===== config.mk =====
export PLATFORM = sky130hd
export DESIGN_NAME = debounce_sync
export DESIGN_NICKNAME = d
export VERILOG_FILES = /design/src/rtl/debounce_pkg.sv /design/src/rtl/debounce_sync_chain.sv /design/src/rtl/debounce_sync.sv
export SDC_FILE = /design/constraint.sdc
export NUM_CORES = 1
export LEC_CHECK = 0
export CORE_AREA = 5 5 42 44
export DETAILED_ROUTE_END_ITERATION = 16
export DIE_AREA = 0 0 47 49
export PLACE_DENSITY = 0.61
export SKIP_LAST_GASP = 1
export SYNTH_ARGS = -nofsm -noshare
export SYNTH_HDL_FRONTEND = slang
export SYNTH_SLANG_ARGS = --single-unit

===== constraint.sdc =====
create_clock -name clk -period 1.8 [get_ports clk]
set_input_delay 0.18 -clock clk [delete_from_list [all_inputs] [get_ports clk]]
set_output_delay 0.18 -clock clk [all_outputs]
set_load 0.005 [all_outputs]

===== src/rtl/debounce_pkg.sv =====
// -----------------------------------------------------------------------------
// debounce_pkg
// Shared types and limits for the input-conditioning blocks (debounce_sync and
// the reusable sync_chain).
//   db_state_t      : debouncer FSM encoding
//   SYNC_STAGES_MIN : smallest synchroniser depth that gives a metastability
//                     settling flop ahead of the first consuming flop
//   DEBOUNCE_MIN    : smallest accepted stability window
// -----------------------------------------------------------------------------
package debounce_pkg;

    typedef enum logic [1:0] {
        IDLE_LO = 2'd0,
        WAIT_HI = 2'd1,
        IDLE_HI = 2'd2,
        WAIT_LO = 2'd3
    } db_state_t;

    localparam int SYNC_STAGES_MIN = 2;
    localparam int DEBOUNCE_MIN    = 2;

endpackage : debounce_pkg


===== src/rtl/debounce_sync_chain.sv =====
// -----------------------------------------------------------------------------
// sync_chain
// N-flop synchroniser with asynchronous active-low clear. Brings an
// asynchronous level into the clk domain; reused by other input stages.
// Ports:
//   clk   in  1  sampling clock (posedge)
//   clr_n in  1  asynchronous active-low clear, all flops to 0
//   d     in  1  asynchronous input
//   q     out 1  synchronised level (output of the last flop)
// Parameters:
//   STAGES  flop count; values below SYNC_STAGES_MIN are raised to it
// -----------------------------------------------------------------------------
module sync_chain
    import debounce_pkg::*;
#(
    parameter int STAGES = 2
) (
    input  logic clk,
    input  logic clr_n,
    input  logic d,
    output logic q
);

    // A chain shorter than the minimum would hand a possibly metastable
    // value straight to the consumer, so the depth is clamped.
    localparam int DEPTH = (STAGES < SYNC_STAGES_MIN) ? SYNC_STAGES_MIN : STAGES;

    logic [DEPTH-1:0] sync_q;

    // Shift register: bit 0 samples the raw input, bit DEPTH-1 is the output.
    always_ff @(posedge clk or negedge clr_n) begin
        if (!clr_n) begin
            sync_q <= '0;
        end else begin
            sync_q <= {sync_q[DEPTH-2:0], d};
        end
    end

    assign q = sync_q[DEPTH-1];

endmodule : sync_chain


===== src/rtl/debounce_sync.sv =====
// -----------------------------------------------------------------------------
// debounce_sync
// Input-conditioning stage: synchronises an asynchronous raw input into the
// clk domain, then accepts a new level only after it has been stable for
// DEBOUNCE_CYCLES consecutive cycles. Produces a clean registered level and
// registered single-cycle edge pulses.
// Ports:
//   clk    in  1  single clock, all logic on posedge
//   clr_n  in  1  asynchronous active-low reset
//   d_raw  in  1  asynchronous raw input (switch / pin)
//   q      out 1  debounced, synchronised level
//   rise   out 1  one-cycle pulse on the edge q goes 0->1
//   fall   out 1  one-cycle pulse on the edge q goes 1->0
//                 (exists only when DEBOUNCE_FALL_EDGE_EN is defined)
// Parameters:
//   SYNC_STAGES      synchroniser depth (>= 2)
//   DEBOUNCE_CYCLES  stable cycles required to accept a new level (>= 2)
//   CNT_W            stable-counter width (>= $clog2(DEBOUNCE_CYCLES))
// Configuration macro:
//   DEBOUNCE_FALL_EDGE_EN  adds the fall port and its register
// -----------------------------------------------------------------------------
module debounce_sync
    import debounce_pkg::*;
#(
    parameter int SYNC_STAGES     = 2,
    parameter int DEBOUNCE_CYCLES = 16,
    parameter int CNT_W           = 5
) (
    input  logic clk,
    input  logic clr_n,
    input  logic d_raw,
    output logic q,
`ifdef DEBOUNCE_FALL_EDGE_EN
    output logic rise,
    output logic fall
`else
    output logic rise
`endif
);

    localparam int DB_CYC = (DEBOUNCE_CYCLES < DEBOUNCE_MIN) ? DEBOUNCE_MIN : DEBOUNCE_CYCLES;
    // Terminal count: reaching it with the input still at the new level means
    // the level has been seen on DB_CYC+1 consecutive edges (entry + DB_CYC).
    localparam logic [CNT_W-1:0] CNT_LAST = CNT_W'(DB_CYC - 1);

    logic            s_s;
    db_state_t       state_q, state_d;
    logic [CNT_W-1:0] cnt_q, cnt_d;
    logic            level_q, level_d;
    logic            rise_q, rise_d;
`ifdef DEBOUNCE_FALL_EDGE_EN
    logic            fall_q, fall_d;
`endif

    sync_chain #(
        .STAGES (SYNC_STAGES)
    ) u_sync (
        .clk   (clk),
        .clr_n (clr_n),
        .d     (d_raw),
        .q     (s_s)
    );

    // Next-state, counter and output-register logic of the debouncer FSM.
    always_comb begin
        state_d = state_q;
        cnt_d   = cnt_q;
        level_d = level_q;
        rise_d  = 1'b0;
`ifdef DEBOUNCE_FALL_EDGE_EN
        fall_d  = 1'b0;
`endif
        case (state_q)
            IDLE_LO: begin
                cnt_d = '0;
                if (s_s) begin
                    state_d = WAIT_HI;
                end else begin
                    state_d = IDLE_LO;
                end
            end
            WAIT_HI: begin
                // A revert wins even on the terminal cycle.
                if (!s_s) begin
                    state_d = IDLE_LO;
                    cnt_d   = '0;
                end else if (cnt_q == CNT_LAST) begin
                    state_d = IDLE_HI;
                    cnt_d   = '0;
                    level_d = 1'b1;
                    rise_d  = 1'b1;
                end else if (cnt_q < CNT_LAST) begin
                    cnt_d   = cnt_q + CNT_W'(1);
                end else begin
                    // Unreachable count: hold rather than wrap.
                    cnt_d   = CNT_LAST;
                end
            end
            IDLE_HI: begin
                cnt_d = '0;
                if (!s_s) begin
                    state_d = WAIT_LO;
                end else begin
                    state_d = IDLE_HI;
                end
            end
            WAIT_LO: begin
                if (s_s) begin
                    state_d = IDLE_HI;
                    cnt_d   = '0;
                end else if (cnt_q == CNT_LAST) begin
                    state_d = IDLE_LO;
                    cnt_d   = '0;
                    level_d = 1'b0;
`ifdef DEBOUNCE_FALL_EDGE_EN
                    fall_d  = 1'b1;
`endif
                end else if (cnt_q < CNT_LAST) begin
                    cnt_d   = cnt_q + CNT_W'(1);
                end else begin
                    cnt_d   = CNT_LAST;
                end
            end
            default: begin
                state_d = IDLE_LO;
                cnt_d   = '0;
                level_d = 1'b0;
            end
        endcase
    end

    // State, counter and output registers; reset clears everything at once.
    always_ff @(posedge clk or negedge clr_n) begin
        if (!clr_n) begin
            state_q <= IDLE_LO;
            cnt_q   <= '0;
            level_q <= 1'b0;
            rise_q  <= 1'b0;
        end else begin
            state_q <= state_d;
            cnt_q   <= cnt_d;
            level_q <= level_d;
            rise_q  <= rise_d;
        end
    end

`ifdef DEBOUNCE_FALL_EDGE_EN
    // Fall pulse register, present only with the fall-edge option.
    always_ff @(posedge clk or negedge clr_n) begin
        if (!clr_n) begin
            fall_q <= 1'b0;
        end else begin
            fall_q <= fall_d;
        end
    end

    assign fall = fall_q;
`endif

    assign q    = level_q;
    assign rise = rise_q;

endmodule : debounce_sync


==> results of run 1 <==
layout make-up:
cell class / instances / area share (%)
Clock buffer: 4 / 4.941
Inverter: 2 / 1.412
Multi-Input combinational cell: 22 / 30.59
Sequential cell: 11 / 51.76
Tap cell: 16 / 3.765
Timing Repair Buffer: 4 / 7.529
kinds of logic after synthesis:
group	Yosys count	share of synthesized area [%]
flip-flops	11	61.80
AO/OA/AOI/OAI	4	7.305
buffers and inverters	2	1.686
multiplexers	1	2.528
adder cells (fa/ha/maj)	2	5.617
AND/OR/NAND/NOR	13	17.14
XOR/XNOR	2	3.933
layer usage:
| metal | vias to the layer above | global-route usage, % | share of wire, % |
|---|---|---|---|
| li1 | 139 | - | - |
| met1 | 129 | 8.716 | 48 |
| met2 | 6 | 10.18 | 45 |
| met3 | 2 | 3.321 | 5.2 |
| met4 | 0 | 4.147 | 2.6 |
| met5 | - | 0 | 0 |
flip-flops by register name (all words and copies together) (netlist names), named ones only:
signal / cells
cnt_q: 5
q: 1
rise: 1
state_q: 1
u_sync.sync_q: 2
layout by cell type, fill, tap and decap left out, types with 2 or more instances in the layout:
master and instances:
clkbuf_4 3, clkdlybuf4s50_1 4, dfrtp_1 11, ha_1 2, inv_1 2, nor2_1 5
xor2_1 2
worst max-delay path by stage:
| stage | startpoint | to | slack (ps) | depth (start not counted) |
|---|---|---|---|---|
| 2_1_floorplan | cnt_q[0] | flip-flop | 330 | 5 |
| 3_3_place_gp | cnt_q[0] | flip-flop | 280 | 5 |
| 3_5_place_dp | cnt_q[0] | flip-flop | 270 | 5 |
| 4_1_cts | cnt_q[0] | flip-flop | 240 | 5 |
| 5_1_grt | cnt_q[0] | flip-flop | 190 | 5 |
| 6_report | cnt_q[0] | flip-flop | 250 | 5 |
worst reg2reg max path: cells and delay by family (launching register included):
kind,cells,cell delay [ps]
multiplexers,1,340
adder cells (fa/ha/maj),2,420
flip-flops,1,410
AND/OR/NAND/NOR,2,260
synthesized netlist by cell type:
library cell	instances
nand3b_2	1
nor3b_1	1
nor2_1	5
nand3_1	1
nor3_2	1
a41o_1	1
o31ai_1	1
xor2_1	2
and2_2	1
mux2_2	1
inv_1	2
and3_1	1
a311oi_1	1
dfrtp_1	11
a31oi_1	1
ha_1	2
nand2b_1	1
nand2_1	1
power by group:
| part | total (mW) | internal, mW | switching (mW) |
|---|---|---|---|
| clock | 0.166 | 0.0857 | 0.0805 |
| sequential | 0.257 | 0.253 | 0.00450 |
| combinational | 0.0172 | 0.00804 | 0.00916 |
==> key figures, run 1 <==
Clock network
  – CTS Root Cell: clkbuf_4
  – Clock latency on the worst-skew pair: 270 ps
  – CTS resizes: 0
  – CTS Buf Count: 3
  – Hold Buf Count CTS: 0
  – CTS tree: yes
  – Setup Fix Bufs, Post-CTS: 0
  – # clock sinks: 11
  – Reg clk slew, reported paths: 70 ps
  – H-tree depth: 1
  – Bufs on Longest Clock Path: 2

Power
  – Total power: 440.5 uW
  – Leak Pwr: 0.2552 nW
  – VDD IR max: 0.0003483 V
  – Cell Pwr Density: 828.4 nW/um2

Timing
  – Number of hold violations in the final report: 0
  – WHS: 233.7 ps
  – Final period util: 86.34%
  – Setup violators final: 0
  – Final WS setup: 245.9 ps
  – Final min period: 1554 ps
  – Final Skew: 3.896 ps
  – TNS Setup: 0 ps
  – Slew @ Worst Pin: 473.3 ps
  – Relative slew margins: 68.35%
  – Slew Limit Fails: 0
  – Fmax: 643.5 MHz
  – RSZ-0062 raised after global routing: no

Critical path
  – Critical Path, Cell by Cell: ha_1 > and3_1 > ha_1 > nand2_1 > mux2_2
  – Crit Path Category: flip-flop to flip-flop
  – Slowest stage delay, CP: 410 ps
  – Worst Path Arrival: 1710 ps
  – Critical path peak fanout: 4
  – Buf/Inv on CP: 0
  – Cell repeated most along the worst path: ha_1
  – Critical Path RT: 1950 ps
  – Setup crit end kind: flip-flop
  – Reg2Reg Depth: 5
  – R2r setup slk: 250 ps
  – Crit path max-delay family: adder cells
  – Crit start category: flip-flop
  – Slowest CP cell: dfrtp_1
  – FF-to-FF Start: cnt_q[0]

Synthesis
  – Leading area contributor after synthesis: dfrtp_1
  – Post-synthesis cell count: 35
  – Synth area leaders: dfrtp_1 (62%), ha_1 (5.6%), nor2_1 (4.2%)
  – Post-Syn Area: 445.4 um2
  – Register area share after synthesis: 61.80%
  – Synthesized Nets: 40
  – Synth Register Bits: 11
  – Syn. warnings: 0
  – Mean Syn Cell Area: 12.73 um2
  – Post-synth top area share: 61.80%
  – Post-synth cell types: 18

Detailed routing
  – Vias/cell: 4.678
  – DR pass1 iterations: 4
  – Vias after detailed routing: 276
  – DR WL/cell: 11.10 um
  – Initial drt markers: 2
  – Final WL: 655 um
  – Drt drc: 0
  – Antenna viol nets, final: 0

Die
  – Io pins: 5
  – Die height: 49 um
  – Die area: 2303 um2
  – Horiz. Die Dim: 47 um
  – Num rows: 14
  – Core area: 1401 um2
  – Initial Utilization: 31.79%

Final layout
  – Storage cell area: 275.3 um2
  – Fin area: 531.8 um2
  – Final core occ: 37.95%
  – Layout area overhead: 19.38%
  – Share of cells above drive strength 1: 16.28%
  – Non-filler cells, final: 59
  – Diode count: 0
  – Area of the multi-input gates: 162.7 um2
  – Fillers: 151
  – NumNets Final: 49

GRT
  – Total global routing overflow: 0
  – First-pass GRT wire length: 1145 um
  – Largest net degree at the start of global routing: 12
  – Total GRT Usage: 7.209%
  – Vias in the first global route: 292
  – Initial antenna violation count: 0

Place
  – Cell Area, Placed: 505.5 um2
  – Dpl cells: 55
  – Buffers on Ports: 4
  – Final GP Congestion: 0.7362
  – Pre-CTS setup slack: 270.1 ps

Flow run
  – Max Cap Violations: 0

Outcome
  – Status: finished clean

Hold path
  – HP Class: primary input to async pin
No activity file was read; power rests on OpenSTA's default activity.
==> run 2: changes to the inputs <==
Settings changed: SKIP_CTS_REPAIR_TIMING from default to 1.
==> results of run 2 <==
Final layout, timing and power as in run 1 (identical DEF).
